File: src/rtl/mem_access_phase.sv
// mem_access_phase: multi-cycle data-memory / UART byte IO stage between execute and write-back
`ifndef OPCODE_W
`define OPCODE_W 6
`endif
`ifndef ADDR_W
`define ADDR_W 16
`endif
`ifndef REG_W
`define REG_W 32
`endif

module mem_access_phase #(
   parameter int MEM_LAT  = 2,
   parameter int IN_BYTES = 4
) (
   input  logic                 clk,
   input  logic                 rstn,
   input  logic                 start,
   input  logic [`OPCODE_W-1:0] opcode,
   input  logic [`ADDR_W-1:0]   addr,
   input  logic [`REG_W-1:0]    st_data,
   output logic                 mem_en,
   output logic                 mem_we,
   output logic [`ADDR_W-1:0]   mem_addr,
   output logic [`REG_W-1:0]    mem_wdata,
   input  logic [`REG_W-1:0]    mem_rdata,
   input  logic                 rx_valid,
   input  logic [7:0]           rx_data,
   output logic                 rx_ready,
   output logic                 tx_valid,
   output logic [7:0]           tx_data,
   input  logic                 tx_ready,
   output logic [`REG_W-1:0]    ld_data,
   output logic                 done,
   output logic                 busy
);
   localparam logic [`OPCODE_W-1:0] OP_LW    = `OPCODE_W'h10;
   localparam logic [`OPCODE_W-1:0] OP_SW    = `OPCODE_W'h11;
   localparam logic [`OPCODE_W-1:0] OP_LWCZ  = `OPCODE_W'h12;
   localparam logic [`OPCODE_W-1:0] OP_SWCZ  = `OPCODE_W'h13;
   localparam logic [`OPCODE_W-1:0] OP_ININT = `OPCODE_W'h20;
   localparam logic [`OPCODE_W-1:0] OP_INFLT = `OPCODE_W'h21;
   localparam logic [`OPCODE_W-1:0] OP_OUT   = `OPCODE_W'h22;

   typedef enum logic [2:0] {IDLE, MEM, RX, TX, FIN} state_t;

   state_t            state_q, state_d;
   logic [2:0]        cnt_q, cnt_d;
   logic [7:0]        tx_q, tx_d;
   logic [`REG_W-1:0] sh_q, sh_d;
   logic [`REG_W-1:0] ld_q, ld_d;

   // Memory request is issued in the start cycle itself so the read latency counts from there.
   always_comb begin
      state_d   = state_q;
      cnt_d     = cnt_q;
      tx_d      = tx_q;
      sh_d      = sh_q;
      ld_d      = ld_q;
      mem_en    = 1'b0;
      mem_we    = 1'b0;
      mem_addr  = '0;
      mem_wdata = '0;
      rx_ready  = 1'b0;
      tx_valid  = 1'b0;
      case (state_q)
         IDLE: if (start && rstn) begin
            case (opcode)
               OP_LW, OP_LWCZ: begin
                  state_d  = MEM;
                  cnt_d    = 3'(MEM_LAT);
                  mem_en   = 1'b1;
                  mem_addr = addr;
               end
               OP_SW, OP_SWCZ: begin
                  state_d   = FIN;
                  mem_en    = 1'b1;
                  mem_we    = 1'b1;
                  mem_addr  = addr;
                  mem_wdata = st_data;
               end
               OP_ININT, OP_INFLT: begin
                  state_d = RX;
                  cnt_d   = '0;
                  sh_d    = '0;
               end
               OP_OUT: begin
                  state_d = TX;
                  tx_d    = st_data[7:0];
               end
               default: state_d = FIN;
            endcase
         end
         MEM: begin
            cnt_d = cnt_q - 3'd1;
            if (cnt_q == 3'd1) begin
               ld_d    = mem_rdata;
               state_d = FIN;
            end
         end
         RX: begin
            rx_ready = rx_valid;
            if (rx_valid) begin
               sh_d  = {sh_q[`REG_W-9:0], rx_data};
               cnt_d = cnt_q + 3'd1;
               if (cnt_q == 3'(IN_BYTES - 1)) begin
                  ld_d    = {sh_q[`REG_W-9:0], rx_data};
                  state_d = FIN;
               end
            end
         end
         TX: begin
            tx_valid = 1'b1;
            if (tx_ready) state_d = FIN;
         end
         FIN: state_d = IDLE;
         default: state_d = IDLE;
      endcase
   end

   always_ff @(posedge clk) begin
      if (!rstn) begin
         state_q <= IDLE;
         cnt_q   <= '0;
         tx_q    <= '0;
         sh_q    <= '0;
         ld_q    <= '0;
      end else begin
         state_q <= state_d;
         cnt_q   <= cnt_d;
         tx_q    <= tx_d;
         sh_q    <= sh_d;
         ld_q    <= ld_d;
      end
   end

   assign tx_data = tx_q;
   assign ld_data = ld_q;
   assign done    = (state_q == FIN);
   assign busy    = (state_q != IDLE);
endmodule

File: config.mk
export PLATFORM = sky130hd
export DESIGN_NAME = mem_access_phase
export DESIGN_NICKNAME = d
export VERILOG_FILES = /design/src/rtl/mem_access_phase.sv
export SDC_FILE = /design/constraint.sdc
export NUM_CORES = 1
export LEC_CHECK = 0
export ABC_AREA = 1
export ABC_CLOCK_PERIOD_IN_PS = 2400
export CAP_MARGIN = 20
export CORE_ASPECT_RATIO = 0.8
export CORE_UTILIZATION = 40
export CTS_CLUSTER_SIZE = 40
export DETAILED_ROUTE_END_ITERATION = 10
export GPL_TIMING_DRIVEN = 0
export PLACE_DENSITY_LB_ADDON = 0.1
export REMOVE_ABC_BUFFERS = 1
export SETUP_SLACK_MARGIN = 0.02
export SYNTH_ARGS = -nofsm -noshare
export SYNTH_HDL_FRONTEND = slang
export SYNTH_SLANG_ARGS = --single-unit
File: constraint.sdc
create_clock -name clk -period 2.4 [get_ports clk]
set_input_delay 0.6 -clock clk [delete_from_list [all_inputs] [get_ports clk]]
set_output_delay 0.6 -clock clk [all_outputs]
set_load 0.02 [all_outputs]
==> metrics <==
Antenna diodes=0; Crit Path Max Fanout=8; period utilization=a little over nine tenths; detailed-route wire length=roughly 14000 um; Die ar.=9910 um2; Final setup viols=0; most frequent cells in the layout=143 x nand2_1, 134 x clkdlybuf4s50_1, 82 x nor2_1; PnR worst setup slack=63.5 ps; Power Dens Cells=around 1000 nW/um2; Area after DPL=around 5700 um2; depth of the CTS H-tree=3; Slew HR=34.3%; CTS Hold Bufs=0; detailed-route wire length per cell=~16 um; min Tclk post-route=between 2000 and 2500 ps; CP Launch Type=primary input; hold path cells=2; crit path kind=primary input to output port; critical path arrival=1740 ps; Initial DRT Pass Iterations=9; RSZ-0062 raised after global routing=true; largest cells by area after synthesis=dfxtp_1 37%, nand2_1 14%, nor2_1 11%, inv_1 6.8%, a31oi_1 5.3%; row cnt=31; Starting Density=41.6%; port buffer count=192; GRT Overall Usage=around 28%; final hold slack=469 ps; clock slew at reported path FFs=approximately 60 ps; first-pass GRT wire length=between 20000 and 25000 um; Synth top area share=between 30% and 40%; Final Max Tran Viols=0; #FFs+latches synth=70; Most Crowded Layer GR=met2; vias in the first global route=approximately 4500; Worst Path Required=between 1500 and 2000 ps; # DRC=14; vias=between 4000 and 5000; Setup WS pre-CTS=-1440 ps; peak supply drop=approximately 0.00067 V; core area=between 9000 and 10000 um2; Mapped Cells=598; leakage=roughly 2.8 nW; CTS sink cnt=70; clock buffer count from CTS=9; Tightest Hold Check Type=flip-flop to flip-flop; Top Ports=193; met1 Usage GRT=about a third; status=finished with violations; M3 GR Usage=under 10%; Routed Antenna Nets=0; Die X=111 um; Yosys top cell by area=dfxtp_1; Layout area overhead=68.9%; CTS Buffer Depth=2; commonest non-fill, non-tap cell in the layout=nand2_1; die height=89.2 um; Yosys warning total=0; post-synthesis cell type count=26; Finished Cell Area=6430 um2; Fin. Hold Viols=0; clk_lat worst skew=between 300 and 400 ps; Slew @ Worst Pin=a little under 1000 ps; Post-DP HPWL=approximately 8000 um; # fillers=roughly 790; Worst setup EP type=output port; Root Buffer=clkbuf_16; routability cong.=0.762; Initial DRC Count=383; Worst Skew=4.80 ps; Max Freq=428 MHz; Setup TNS=0 ps; max-cap violations=0; CTS tree=yes; failing checks=design-rule violations; syn avg cell area=approximately 6.4 um2; share of post-route cells with drive strength above 1=approximately 17%; post-synthesis sequential area ratio=a little under two fifths; layout net count=a little under 900; placed insts=roughly 870; largest net degree at the start of global routing=49; vias per inst=5.24; non-filler cells, final=906; GR Util met2=about half; worst-case reg-to-reg path depth=7; initial antenna violation count=0; global route total overflow=0; Cell Area, Synth=roughly 3800 um2
-- power by group --
group | internal, mW | switching, mW
clock network | 0.935 | 0.493
registers | 1.40 | 0.170
logic | 1.22 | 2.22
total | 3.55 | 2.88
-- metrics by stage --
stage / utilization [%] / power, mW
after floorplan: - / 3.34
after global placement: 61.9 / 4.36
after detailed placement: 62.2 / 4.48
after CTS: 67.4 / 6.15
after global routing: 70.2 / 6.80
final: 70.2 / 6.44
-- layout make-up --
class	instances	area (um2)	area share, %
multi-input combinational	422	2220	34.5
timing repair buffer	210	2040	31.7
sequential	70	1410	21.9
inverter	71	277	4.30
clock buffer	12	246	3.84
tap	115	144	2.24
clock inverter	4	70.1	1.09
timing repair inverter	2	25.0	0.389
-- what timing repair did --
action	4_1_cts	5_1_grt
setup endpoints to repair	111	100
hold endpoints to repair	0	0
pin swaps	6	7
setup buffers	10	6
gates resized for setup	271	47
cloned	5	4
-- cells by family after synthesis --
kind of cell	Yosys count	synth area share, %
AO/OA/AOI/OAI	109	15.7
flip-flops	70	36.8
XOR/XNOR	1	0.230
AND/OR/NAND/NOR	302	33.6
buffers and inverters	112	12.3
adder cells (fa/ha/maj)	4	1.32
-- cell usage after synthesis --
master and instances:
clkbuf_2 1, nor2_8 1, buf_4 7, a31oi_1 32, inv_2 2, inv_1 69, xnor2_1 1, nand4_1 24
o21ai_1 32, and2_1 2, dfxtp_1 70, nand2_4 1, nand3_1 12, o21ai_0 11, buf_2 17, o21ai_4 1
nor2_1 107, or2_2 1, nand3_2 4, a21oi_1 33, nand2_2 2, ha_1 4, nor2_2 3, nor3_1 1
nand2_1 144, clkbuf_1 16
-- routing by layer --
| metal | share of wire, % | up-vias |
|---|---|---|
| li1 | - | 2302 |
| met1 | 41 | 2195 |
| met2 | 49 | 226 |
| met3 | 8.7 | 25 |
| met4 | 1.7 | 0 |
| met5 | 0 | - |
-- sequential cells by signal, summed over array words and instances (netlist names) --
name     count
ld_data     32
sh_q        24
tx_data      8
cnt_q        3
state_q      3
-- critical path, cell delays in order --
cell and delay, ps:
dlygate4sd2_1 240, inv_2 60, nor2_4 140, nand3_4 100, nor2_4 110, buf_12 150, inv_6 70, nor2_1 100
buf_4 150
-- path summary, 6_finish.rpt --
path                    from             to  slack, ps
hold / removal      sh_q[22]       sh_q[22]        470
setup reg to reg  state_q[0]    ld_data[13]        180
hold reg to reg     sh_q[22]       sh_q[22]        470
setup / recovery   opcode[4]  mem_wdata[29]         60
(Power assumes the default switching activity.)
